[src/rtl/adder_pkg.sv]
// Shared types and helpers for the pipelined add/subtract unit.
package adder_pkg;

  typedef struct packed {
    logic n;
    logic z;
    logic c;
    logic v;
  } flags_t;

  // True when the operand splits into STAGES equal, non-empty slices.
  function automatic bit slice_width_ok(input int width, input int stages);
    return (stages >= 1) && (stages <= width) && ((width % stages) == 0);
  endfunction

endpackage

[src/rtl/adder_slice.sv]
// One slice of the carry-chained adder: {c_out, sum} = a + (b ^ {SW{sub}}) + c_in.
module adder_slice
  import adder_pkg::*;
#(
  parameter int SW = 8
) (
  input  logic [SW-1:0] a,
  input  logic [SW-1:0] b,
  input  logic          sub,
  input  logic          c_in,
  output logic [SW-1:0] sum,
  output logic          c_out
);

  logic [SW:0] total;

  assign total = {1'b0, a} + {1'b0, b ^ {SW{sub}}} + {{SW{1'b0}}, c_in};
  assign {c_out, sum} = total;

endmodule

[src/rtl/pipelined_adder.sv]
// Slice-per-stage pipelined add/subtract with valid/ready backpressure.
// Define ADDER_FLAGS_EN to add the registered {N, Z, C, V} flags output.
module pipelined_adder
  import adder_pkg::*;
#(
  parameter int WIDTH  = 32,
  parameter int STAGES = 4
) (
  input  logic             clk,
  input  logic             reset_n,
  input  logic             in_valid,
  output logic             in_ready,
  input  logic [WIDTH-1:0] a,
  input  logic [WIDTH-1:0] b,
  input  logic             sub,
  output logic             out_valid,
  input  logic             out_ready,
  output logic [WIDTH-1:0] y
`ifdef ADDER_FLAGS_EN
  ,
  output logic [3:0]       flags
`endif
);

  localparam int SW = WIDTH / STAGES;

  if (!slice_width_ok(WIDTH, STAGES)) begin : g_bad_cfg
    $error("pipelined_adder: WIDTH must be a non-zero multiple of STAGES");
  end

  // Whole pipe advances together; a stalled output freezes every stage.
  logic adv;
  assign adv      = !out_valid || out_ready;
  assign in_ready = adv;

  logic [WIDTH-1:0] a_in      [STAGES];
  logic [WIDTH-1:0] b_in      [STAGES];
  logic [WIDTH-1:0] y_in      [STAGES];
  logic             sub_in    [STAGES];
  logic             c_in      [STAGES];
  logic             v_in      [STAGES];
  logic [SW-1:0]    sum       [STAGES];
  logic             c_out     [STAGES];
  logic [WIDTH-1:0] y_next    [STAGES];

  logic [WIDTH-1:0] a_reg     [STAGES];
  logic [WIDTH-1:0] b_reg     [STAGES];
  logic [WIDTH-1:0] y_reg     [STAGES];
  logic             sub_reg   [STAGES];
  logic             carry_reg [STAGES];
  logic             valid_reg [STAGES];

  for (genvar gi = 0; gi < STAGES; gi++) begin : g_stage
    if (gi == 0) begin : g_head
      assign a_in[gi]   = a;
      assign b_in[gi]   = b;
      assign y_in[gi]   = '0;
      assign sub_in[gi] = sub;
      assign c_in[gi]   = sub;
      assign v_in[gi]   = in_valid;
    end else begin : g_body
      assign a_in[gi]   = a_reg[gi-1];
      assign b_in[gi]   = b_reg[gi-1];
      assign y_in[gi]   = y_reg[gi-1];
      assign sub_in[gi] = sub_reg[gi-1];
      assign c_in[gi]   = carry_reg[gi-1];
      assign v_in[gi]   = valid_reg[gi-1];
    end

    adder_slice #(.SW(SW)) u_slice (
      .a     (a_in[gi][gi*SW +: SW]),
      .b     (b_in[gi][gi*SW +: SW]),
      .sub   (sub_in[gi]),
      .c_in  (c_in[gi]),
      .sum   (sum[gi]),
      .c_out (c_out[gi])
    );

    // Slices above gi are still zero in y_in, so OR-ing places this slice.
    assign y_next[gi] = y_in[gi] | (WIDTH'(sum[gi]) << (gi * SW));

    always_ff @(posedge clk or negedge reset_n) begin
      if (!reset_n) begin
        valid_reg[gi] <= 1'b0;
        a_reg[gi]     <= '0;
        b_reg[gi]     <= '0;
        y_reg[gi]     <= '0;
        sub_reg[gi]   <= 1'b0;
        carry_reg[gi] <= 1'b0;
      end else if (adv) begin
        valid_reg[gi] <= v_in[gi];
        a_reg[gi]     <= a_in[gi];
        b_reg[gi]     <= b_in[gi];
        y_reg[gi]     <= y_next[gi];
        sub_reg[gi]   <= sub_in[gi];
        carry_reg[gi] <= c_out[gi];
      end
    end
  end

  assign out_valid = valid_reg[STAGES-1];
  assign y         = y_reg[STAGES-1];

`ifdef ADDER_FLAGS_EN
  localparam int LAST = STAGES - 1;

  flags_t flags_next;
  flags_t flags_reg;

  // Overflow: effective operand signs agree but the result sign differs.
  assign flags_next.n = y_next[LAST][WIDTH-1];
  assign flags_next.z = (y_next[LAST] == '0);
  assign flags_next.c = c_out[LAST];
  assign flags_next.v = (a_in[LAST][WIDTH-1] == (b_in[LAST][WIDTH-1] ^ sub_in[LAST])) &&
                        (y_next[LAST][WIDTH-1] != a_in[LAST][WIDTH-1]);

  always_ff @(posedge clk or negedge reset_n) begin
    if (!reset_n) begin
      flags_reg <= '0;
    end else if (adv) begin
      flags_reg <= flags_next;
    end
  end

  assign flags = flags_reg;
`endif

endmodule

[config.mk]
export PLATFORM = sky130hd
export DESIGN_NAME = pipelined_adder
export DESIGN_NICKNAME = d
export VERILOG_FILES = /design/src/rtl/adder_pkg.sv /design/src/rtl/adder_slice.sv /design/src/rtl/pipelined_adder.sv
export SDC_FILE = /design/constraint.sdc
export NUM_CORES = 1
export LEC_CHECK = 0
export BUFFER_PORTS_ARGS = -buffer_cell sky130_fd_sc_hd__buf_4
export CORE_MARGIN = 2
export CORE_UTILIZATION = 58
export DETAILED_ROUTE_END_ITERATION = 16
export GPL_TIMING_DRIVEN = 0
export PLACE_DENSITY = 0.85
export SLEW_MARGIN = 40
export SYNTH_ARGS = -nofsm -noshare
export SYNTH_HDL_FRONTEND = slang
export SYNTH_SLANG_ARGS = --single-unit
[constraint.sdc]
create_clock -name clk -period 2.4 [get_ports clk]
set_input_delay 0.6 -clock clk [delete_from_list [all_inputs] [get_ports clk]]
set_output_delay 0.6 -clock clk [all_outputs]
set_load 0.05 [all_outputs]
==> results.md, run 1 <==
- Initial antenna violation count: 0
- Clock latency on the worst-skew pair: 440 ps
- Remaining antenna violation count: 0
- DR vias/cell: 5.33
- Syn_nets: 1042
- Clock Root Buffer: clkbuf_16
- Buffer and inverter count on the worst path: 4
- Post-DP HPWL: 13900 microns
- Clk buf depth: 2
- XOR/XNOR Fraction of Synth Area: 0.0456
- Setup CP Type: flop to primary output
- Final WS setup: 82.5 ps
- Avg Inst Size Synth: 9.00 sq um
- Data required, critical path: 1800 ps
- Mux cell area share after synthesis: 0.00118
- Fill cells: 1089
- Final setup violation count: 0
- Die area: 15600 sq um
- Hold Buf Count CTS: 0
- Sequential Power Share: 0.345
- WL/cell: 15.6 microns
- Vias in the first global route: 6582
- GR Util All Layers: 0.262
- TritonCTS Sinks: 186
- Nets: 1167
- Crit-path cells: nor2b_4, inv_1, buf_4, buf_4, buf_6
- Simple-gate portion of the synthesized area: 0.238
- Status: complete, no violations
- Main combinational cell family by area after synthesis: simple AND/OR/NAND/NOR gates
- DR vias: 6716
- Post-synthesis register bit count: 186
- Clock power share: 0.178
- Largest net degree at the start of global routing: 74
- Dpl ws: -363 ps
- H-tree depth: 4
- Pre-antenna DRT Iters: 5
- Gate power share: 0.477
- CP arrival: 1720 ps
- Net Sw Power: 6.60 mW
- Leak: 5.35 nW
- Worst Reg-to-Reg Cells: 9
- Switching share of power: 0.423
- Hold Fails Final Rpt: 0
- Die height: 125 microns
- RSZ-0062 raised after global routing: yes
- Synth cell types: 39
- CTS tree: built
- Worst Max-Slew Pin Slew: 631 ps
- Buffers on Ports: 101
- Post-synthesis compound-gate area fraction: 0.0739
- Final instance area: 10200 sq um
- R2r endpoint: c_in[0]$_DFFE_PN0P_
- Commonest non-fill, non-tap cell in the layout: nand2_1
- CP delay by family, top: buffers and inverters
- DRC: 0
- Commonest non-fill, non-tap cells in the layout: 459 x nand2_1, 186 x dfrtp_1, 105 x buf_4, 33 x xor2_1, 28 x o21ai_0
- Io pins: 103
- Share of layout cells above drive strength 1: 0.165
- R2R setup slack: 110 ps
- Critical-path maximum fanout: 10
- Post-synthesis sequential area ratio: 0.551
- Site Rows: 44
- Worst min-delay path class: input pin to asynchronous set/reset pin
- Slew Limit Headroom: 0.579
- Die width: 125 microns
- Most used cell, CP: buf_4
- Layout area overhead: 20.4%
- Internal: 9.02 mW
- Reg2reg start: sub_in[1]$_DFFE_PN0P_
- Synthesized cell area: 8450 sq um
- Mapped Cells: 939
- Max-slew violations: 0
- CTS buffer count: 17
- Final WL: 19700 microns
- Critical Path Start: out_valid$_DFFE_PN0P_
- Ys Warns: 0
- Pwr per Cell Area: 1530 nW/um^2
- Period utilisation layout: 0.966
- Inserted Diodes: 0
- Crit end category: primary output
- Max-Cap Viols: 0
- 1st-iter DRT viols: 451
- Post-synth top flop: dfrtp_1
- Tmin final: 2320 ps
- Async set or reset register ratio after synthesis: 1.00
- FF/Latch Area: 4650 sq um
- Max stage delay cell, worst path: dfrtp_1
- CP Launch Type: flop
- CP endpoint: in_ready
- Skew final: 11.5 ps
- Number of synthesized flops with an enable pin: 0
- Post-synthesis adder-cell area fraction: 0.0566
- Highest clock rate: 431 MHz
- Core Area: 14400 sq um
- First-pass GRT wire length: 32300 microns
- Peak VDD IR: 0.756 mV
- Crit path depth: 5
- Clk slew on worst S/H paths: 60 ps
- RePlAce Congestion: 0.869
- Placed cell areas: 9500 sq um
- Gr ovfl total: 0
- Slowest stage delay, CP: 360 ps
- Starting Density: 0.588
- Area occupied by multi-input gates: 3560 sq um
## cells in the mapped netlist, types with 3 or more instances
| master | count | share of area |
|---|---|---|
| inv_1 | 16 | 0.0071 |
| and2_1 | 3 | 0.0022 |
| nor2b_1 | 4 | 0.0030 |
| a22oi_1 | 3 | 0.0027 |
| nand3_1 | 4 | 0.0024 |
| nor3b_1 | 4 | 0.0036 |
| fa_1 | 7 | 0.017 |
| nand2b_1 | 5 | 0.0037 |
| o31a_1 | 6 | 0.0062 |
| o21ai_0 | 29 | 0.017 |
| nor2_1 | 27 | 0.012 |
| a211oi_1 | 8 | 0.0071 |
| buf_2 | 23 | 0.014 |
| ha_1 | 27 | 0.040 |
| xor2_1 | 33 | 0.034 |
| o31ai_1 | 4 | 0.0036 |
| dfrtp_1 | 186 | 0.55 |
| a21oi_1 | 21 | 0.012 |
| nand2_1 | 459 | 0.20 |
| a21o_1 | 6 | 0.0053 |
| clkbuf_1 | 17 | 0.0075 |
| o21a_1 | 12 | 0.011 |
| xnor2_1 | 11 | 0.011 |
## what timing repair did
action	CTS	global route
endpoints found under the setup margin	4	6
setup buffers	0	3
cloned	0	0
resized for setup	10	13
pin swaps	3	7
## metal layers
metal,vias up,wire length [microns],global-route usage
li1,3229,-,-
met1,3224,8780,0.360
met2,218,9190,0.412
met3,45,1180,0.0558
met4,0,527,0.105
met5,-,0,0
## power by group through the flow
stage               Sequential, mW  Clock [mW]  Combinational [mW]
floorplan                     6.13           0                4.32
global placement              5.33           0                6.79
detailed placement            5.39           0                7.10
CTS                           5.36        2.78                7.23
global route                  5.54        2.93                8.21
finish                        5.39        2.78                7.45
## cells by family (layout without fill, tap and decap cells)
| logic type | after synthesis | after routing |
|---|---|---|
| adders and majority gates | 34 | 34 |
| DFF | 186 | 186 |
| buffers and inverters | 62 | 199 |
| xor gates and xnor gates | 44 | 44 |
| AOI/OAI and AO/OA | 98 | 98 |
| muxes | 1 | 1 |
| and+or+nand+nor | 514 | 514 |
## worst min path at each step
stage / endpoint
global placement: a_in[63]$_DFFE_PN0P_
floorplan: a_in[24]$_DFFE_PN0P_
detailed placement: y_in[1]$_DFFE_PN0P_
global route: b_in[92]$_DFFE_PN0P_
finish: b_in[93]$_DFFE_PN0P_
CTS: y[21]$_DFFE_PN0P_
## layout make-up
cell class                 count  area share
buffer                        46      0.0243
inverter                      16     0.00590
tap                          184      0.0226
clock inverter                 9      0.0114
multi-input combinational    691       0.350
sequential                   186       0.457
timing repair buffer         106      0.0832
clock buffer                  22      0.0456
## stage by stage
stage | instances | util | TNS, ps | hold WS (ps) | total power [mW]
floorplan | 939 | - | 0 | 304 | 10.4
global placement | 1224 | 0.657 | -64440 | 448 | 12.1
detailed placement | 1226 | 0.661 | -439 | 456 | 12.5
CTS | 1257 | 0.704 | 0 | 136 | 15.4
global route | 1260 | 0.708 | -44.4 | 153 | 16.7
finish | 1260 | 0.708 | 0 | 106 | 15.6
Note: power is estimated with default switching activity, not from simulation.
==> run 2, diff against run 1 <==
--- a/config.mk
+++ b/config.mk
@@ -6,8 +6,10 @@
 export NUM_CORES = 1
 export LEC_CHECK = 0
 export BUFFER_PORTS_ARGS = -buffer_cell sky130_fd_sc_hd__buf_4
+export CELL_PAD_IN_SITES_DETAIL_PLACEMENT = 2
+export CELL_PAD_IN_SITES_GLOBAL_PLACEMENT = 2
 export CORE_MARGIN = 2
-export CORE_UTILIZATION = 58
+export CORE_UTILIZATION = 36
 export DETAILED_ROUTE_END_ITERATION = 16
 export GPL_TIMING_DRIVEN = 0
 export PLACE_DENSITY = 0.85
==> run 2 against run 1 <==
Via count up 2.7%. Die area up 59%. Non-clock buffer count up 7. Sequential share of layout area down 1.3 points. Highest routed layer unchanged. Sequential power up 2%. Largest power group unchanged. Total power up 5.7%. Critical path type is now flop to flop. Worst setup slack worse by 78 ps.
==> results.md, run 2 (same netlist as run 1, synthesis figures left out) <==
- Worst min-delay path class: input pin to asynchronous set/reset pin
- GR Util All Layers: 0.226
- Period utilisation layout: 0.998
- Pre-antenna DRT Iters: 4
- RSZ-0062 raised after global routing: yes
- RePlAce Congestion: 0.770
- Top Metal Used: met4
- Critical Path Start: sub_in[1]$_DFFE_PN0P_
- Remaining antenna violation count: 0
- Gr ovfl total: 0
- Commonest non-fill, non-tap cells in the layout: 459 x nand2_1, 186 x dfrtp_1, 110 x buf_4, 32 x xor2_1
- TritonCTS Sinks: 186
- Pwr per Cell Area: 1570 nW/um^2
- Max-Cap Viols: 0
- Final setup violation count: 0
- CTS buffer count: 17
- Met3 Wirelength: 876 microns
- DR vias/cell: 4.92
- Final WL: 26200 microns
- Met1 Wirelength: 11800 microns
- Commonest non-fill, non-tap cell in the layout: nand2_1
- Buffers on Ports: 101
- Max-slew violations: 0
- CTS tree: built
- Share of layout cells above drive strength 1: 0.179
- Clk slew on worst S/H paths: 80 ps
- Reg2reg start: sub_in[1]$_DFFE_PN0P_
- Core Area: 23300 sq um
- Starting Density: 0.363
- Status: complete, no violations
- Critical-path maximum fanout: 5
- R2r endpoint: c_in[0]$_DFFE_PN0P_
- Data required, critical path: 2760 ps
- Leak: 5.42 nW
- Layout area overhead: 24.1%
- Hold Fails Final Rpt: 0
- Clk buf depth: 2
- R2R setup slack: 5 ps
- Tmin final: 2400 ps
- Setup CP Type: flop to flop
- Hold Buf Count CTS: 0
- Site Rows: 56
- Peak VDD IR: 0.485 mV
- Nets: 1174
- Skew final: 13.2 ps
- CP Launch Type: flop
- Die height: 157 microns
- CP endpoint: c_in[0]$_DFFE_PN0P_
- Die width: 157 microns
- Initial antenna violation count: 0
- Clock latency on the worst-skew pair: 450 ps
- Finished Core Util: 0.451
- DRC: 0
- Highest clock rate: 417 MHz
- Final instance area: 10500 sq um
- H-tree depth: 4
- Metal2 WL: 13200 microns
- CP arrival: 2750 ps
- First-pass GRT wire length: 42500 microns
- Worst Reg-to-Reg Cells: 9
- Placed cell areas: 9700 sq um
- Min Hold Slack: 35.6 ps
- Worst Max-Slew Pin Slew: 650 ps
- Largest net degree at the start of global routing: 53
- Slew Limit Headroom: 0.567
- Post-DP HPWL: 18700 microns
- Die area: 24700 sq um
- Inserted Diodes: 0
- Clock Root Buffer: clkbuf_16
- 1st-iter DRT viols: 332
- WL/cell: 18.7 microns
- DR vias: 6897
- Vias in the first global route: 7712
- Io pins: 103
- Crit end category: flop
run 2: where the power goes:
group	total (mW)	switching, mW	internal, mW
logic	8.14	5.04	3.10
registers	5.50	0.968	4.54
clock network	2.86	1.39	1.47
total	16.5	7.40	9.11
run 2: final cells by class:
cell class | instances | area, sq um
Timing Repair Buffer | 113 | 916
Inverter | 16 | 60.1
Fill cell | 2567 | 12800
Buffer | 46 | 263
Multi-Input combinational cell | 691 | 3610
Clock buffer | 17 | 425
Tap cell | 319 | 399
Clock inverter | 15 | 160
Sequential cell | 186 | 4650
run 2: how the worst min path moves through the flow:
stage / slack, ps / end / cells after the start
floorplan: 300 / a_in[24]$_DFFE_PN0P_ / 0
global placement: 440 / v_in[0]$_DFFE_PN0P_ / 2
detailed placement: 460 / v_in[0]$_DFFE_PN0P_ / 2
CTS: 30 / b_in[73]$_DFFE_PN0P_ / 1
global route: 50 / b_in[73]$_DFFE_PN0P_ / 1
finish: 40 / b_in[73]$_DFFE_PN0P_ / 1
run 2: timing repair:
item,CTS,global route
resized for setup,19,17
pin swaps,2,11
endpoints found under the setup margin,9,11
setup buffers,2,7
run 2: worst max-delay path, stage by stage, from the launching register on:
cell,delay [ps]
dfrtp_1,400
buf_8,150
xnor2_4,150
fa_2,390
fa_2,400
nor2b_2,170
o31a_1,200
o31a_1,190
o21ai_1,80
a22oi_1,180
run 2: metrics by stage:
step | cells | setup TNS [ps] | total power, mW | setup slack [ps]
4_1_cts | 1396 | 0 | 16.3 | 12.4
5_1_grt | 1403 | -175 | 17.8 | -57.7
3_3_place_gp | 1359 | -104900 | 12.5 | -579
2_1_floorplan | 939 | 0 | 10.4 | 119
3_5_place_dp | 1362 | -2160 | 13.0 | -562
6_report | 1403 | 0 | 16.5 | 4.64
run 2: per-layer routing:
layer | GRT usage | vias to the layer above
li1 | - | 3235
met1 | 0.297 | 3516
met2 | 0.389 | 115
met3 | 0.0306 | 31
met4 | 0.0667 | 0
met5 | 0 | -
==> run 3, diff against run 2 <==
==> constraint.sdc (replaced) <==
create_clock -name clk -period 2.4 [get_ports clk]
set_input_delay 0.36 -clock clk [delete_from_list [all_inputs] [get_ports clk]]
set_output_delay 0.36 -clock clk [all_outputs]
set_load 0.05 [all_outputs]
==> run 3 against run 2 <==
Total power is 0.44% lower. Sequential share of layout area is 0.064 points higher. Fmax is 0.59% higher. Cell area is 0.14% lower. Critical path depth stayed put. Largest power group unchanged. Register-to-register slack hardly changed. Wire length is 0.80% lower. Non-clock buffer count stayed put.
==> results.md, run 3 (same netlist as run 1, synthesis figures left out) <==
- Site Rows: 56
- Commonest non-fill, non-tap cells in the layout: 459 x nand2_1, 186 x dfrtp_1, 110 x buf_4, 32 x xor2_1
- Critical-path maximum fanout: 5
- Dpl ws: -165 ps
- Post-DP HPWL: 18700 microns
- Crit-path cells: buf_8, xnor2_4, fa_2, fa_2, nor2b_2, o31a_1, o31a_1, o21ai_1, a22oi_1
- CP arrival: 2740 ps
- Inserted Diodes: 0
- CP delay by family, top: adder cells
- Io pins: 103
- Slew Limit Headroom: 0.579
- RePlAce Congestion: 0.770
- Hold Fails Final Rpt: 0
- Initial antenna violation count: 0
- DRC: 0
- Peak VDD IR: 0.485 mV
- Setup CP Type: flop to flop
- Starting Density: 0.363
- Vias in the first global route: 7675
- CP Launch Type: flop
- Remaining antenna violation count: 0
- CTS tree: built
- Max-Cap Viols: 0
- GR Util All Layers: 0.225
- Final WL: 26000 microns
- Skew final: 14.9 ps
- Tmin final: 2380 ps
- Data required, critical path: 2760 ps
- Buffer and inverter count on the worst path: 1
- Worst Max-Slew Pin Slew: 632 ps
- Clock Root Buffer: clkbuf_16
- Crit end category: flop
- Final WS setup: 18.6 ps
- Die width: 157 microns
- TritonCTS Sinks: 186
- DR vias: 6905
- Status: complete, no violations
- Pwr Total: 16.4 mW
- 1st-iter DRT viols: 284
- Highest clock rate: 420 MHz
- Worst min-delay path class: input pin to flop
- WL/cell: 18.5 microns
- Largest net degree at the start of global routing: 53
- Die height: 157 microns
- Slowest stage delay, CP: 400 ps
- Pwr per Cell Area: 1570 nW/um^2
- Final setup violation count: 0
- Placed cell areas: 9700 sq um
- Commonest non-fill, non-tap cell in the layout: nand2_1
- H-tree depth: 4
- DR vias/cell: 4.92
- Max stage delay cell, worst path: dfrtp_1
- Core Area: 23300 sq um
- Max-slew violations: 0
- Share of layout cells above drive strength 1: 0.177
- CTS buffer count: 17
- Nets: 1174
- Pre-antenna DRT Iters: 4
- Fill cells: 2564
- Layout area overhead: 23.9%
- Buffers on Ports: 101
- RSZ-0062 raised after global routing: yes
- Period utilisation layout: 0.992
- Die area: 24700 sq um
- Final instance area: 10500 sq um
- Clk buf depth: 2
- Leak: 5.41 nW
- Clock latency on the worst-skew pair: 450 ps
- Clk slew on worst S/H paths: 80 ps
- First-pass GRT wire length: 42400 microns
- Gr ovfl total: 0
[run 3: changes by cell type in the layout (fill, tap and decap cells not counted)]
cell	delta
xnor2_1	+1
buf_2	+1
o21ai_0	+1
buf_6	-2
xnor2_2	-1
dlygate4sd3_1	+1
o21ai_1	-1
[run 3: cell type report]
type / instances / area [sq um] / share of cell area
Clock buffer: 17 / 425 / 0.0406
Inverter: 16 / 60.1 / 0.00574
Multi-Input combinational cell: 691 / 3600 / 0.344
Sequential cell: 186 / 4650 / 0.444
Buffer: 46 / 253 / 0.0241
Tap cell: 319 / 399 / 0.0381
Timing Repair Buffer: 113 / 918 / 0.0877
Clock inverter: 15 / 160 / 0.0153
[run 3: path summary, 6_finish.rpt]
check                      slack [ps]                    to             startpoint  cells past startpoint
min in group asynchronous         390  b_in[73]$_DFFE_PN0P_                reset_n                      2
hold / removal                    100  a_in[90]$_DFFE_PN0P_                  a[26]                      3
setup reg to reg                   20   c_in[0]$_DFFE_PN0P_  sub_in[1]$_DFFE_PN0P_                      9
setup / recovery                   20   c_in[0]$_DFFE_PN0P_  sub_in[1]$_DFFE_PN0P_                      9
hold reg to reg                   470     y[23]$_DFFE_PN0P_      y[23]$_DFFE_PN0P_                      2
max in group asynchronous        1150  b_in[81]$_DFFE_PN0P_                reset_n                      4
[run 3: what timing repair did]
item	4_1_cts	5_1_grt
hold buffers	1	0
setup buffers	1	7
endpoints found under the setup margin	9	10
resized for setup	17	14
hold endpoints to repair	41	0
pin swaps	2	9
[run 3: metrics by stage]
stage / hold slack [ps] / instances / utilization / setup TNS (ps)
finish: 103 / 1403 / 0.450 / 0
global placement: 443 / 1359 / 0.413 / -59780
floorplan: 64.4 / 939 / - / 0
detailed placement: 278 / 1362 / 0.417 / -768
CTS: 92.1 / 1396 / 0.445 / 0
global route: 97.2 / 1403 / 0.450 / -168
[run 3: power by group]
group	total (mW)	internal (mW)	switching [mW]
logic	8.07	3.07	5.00
registers	5.50	4.54	0.969
clock network	2.86	1.47	1.39
[run 3: worst reg2reg max path, stage by stage (launching register included)]
cell	delay [ps]
dfrtp_1	400
buf_8	150
xnor2_4	150
fa_2	390
fa_2	400
nor2b_2	170
o31a_1	200
o31a_1	190
o21ai_1	80
a22oi_1	180
[run 3: per-layer routing]
metal / wire (microns) / vias to the layer above / share of wire / track usage
met5: 0 / - / 0 / 0
li1: - / 3236 / - / -
met1: 11600 / 3515 / 0.45 / 0.295
met3: 906 / 29 / 0.035 / 0.0317
met4: 363 / 0 / 0.014 / 0.0684
met2: 13200 / 125 / 0.51 / 0.388
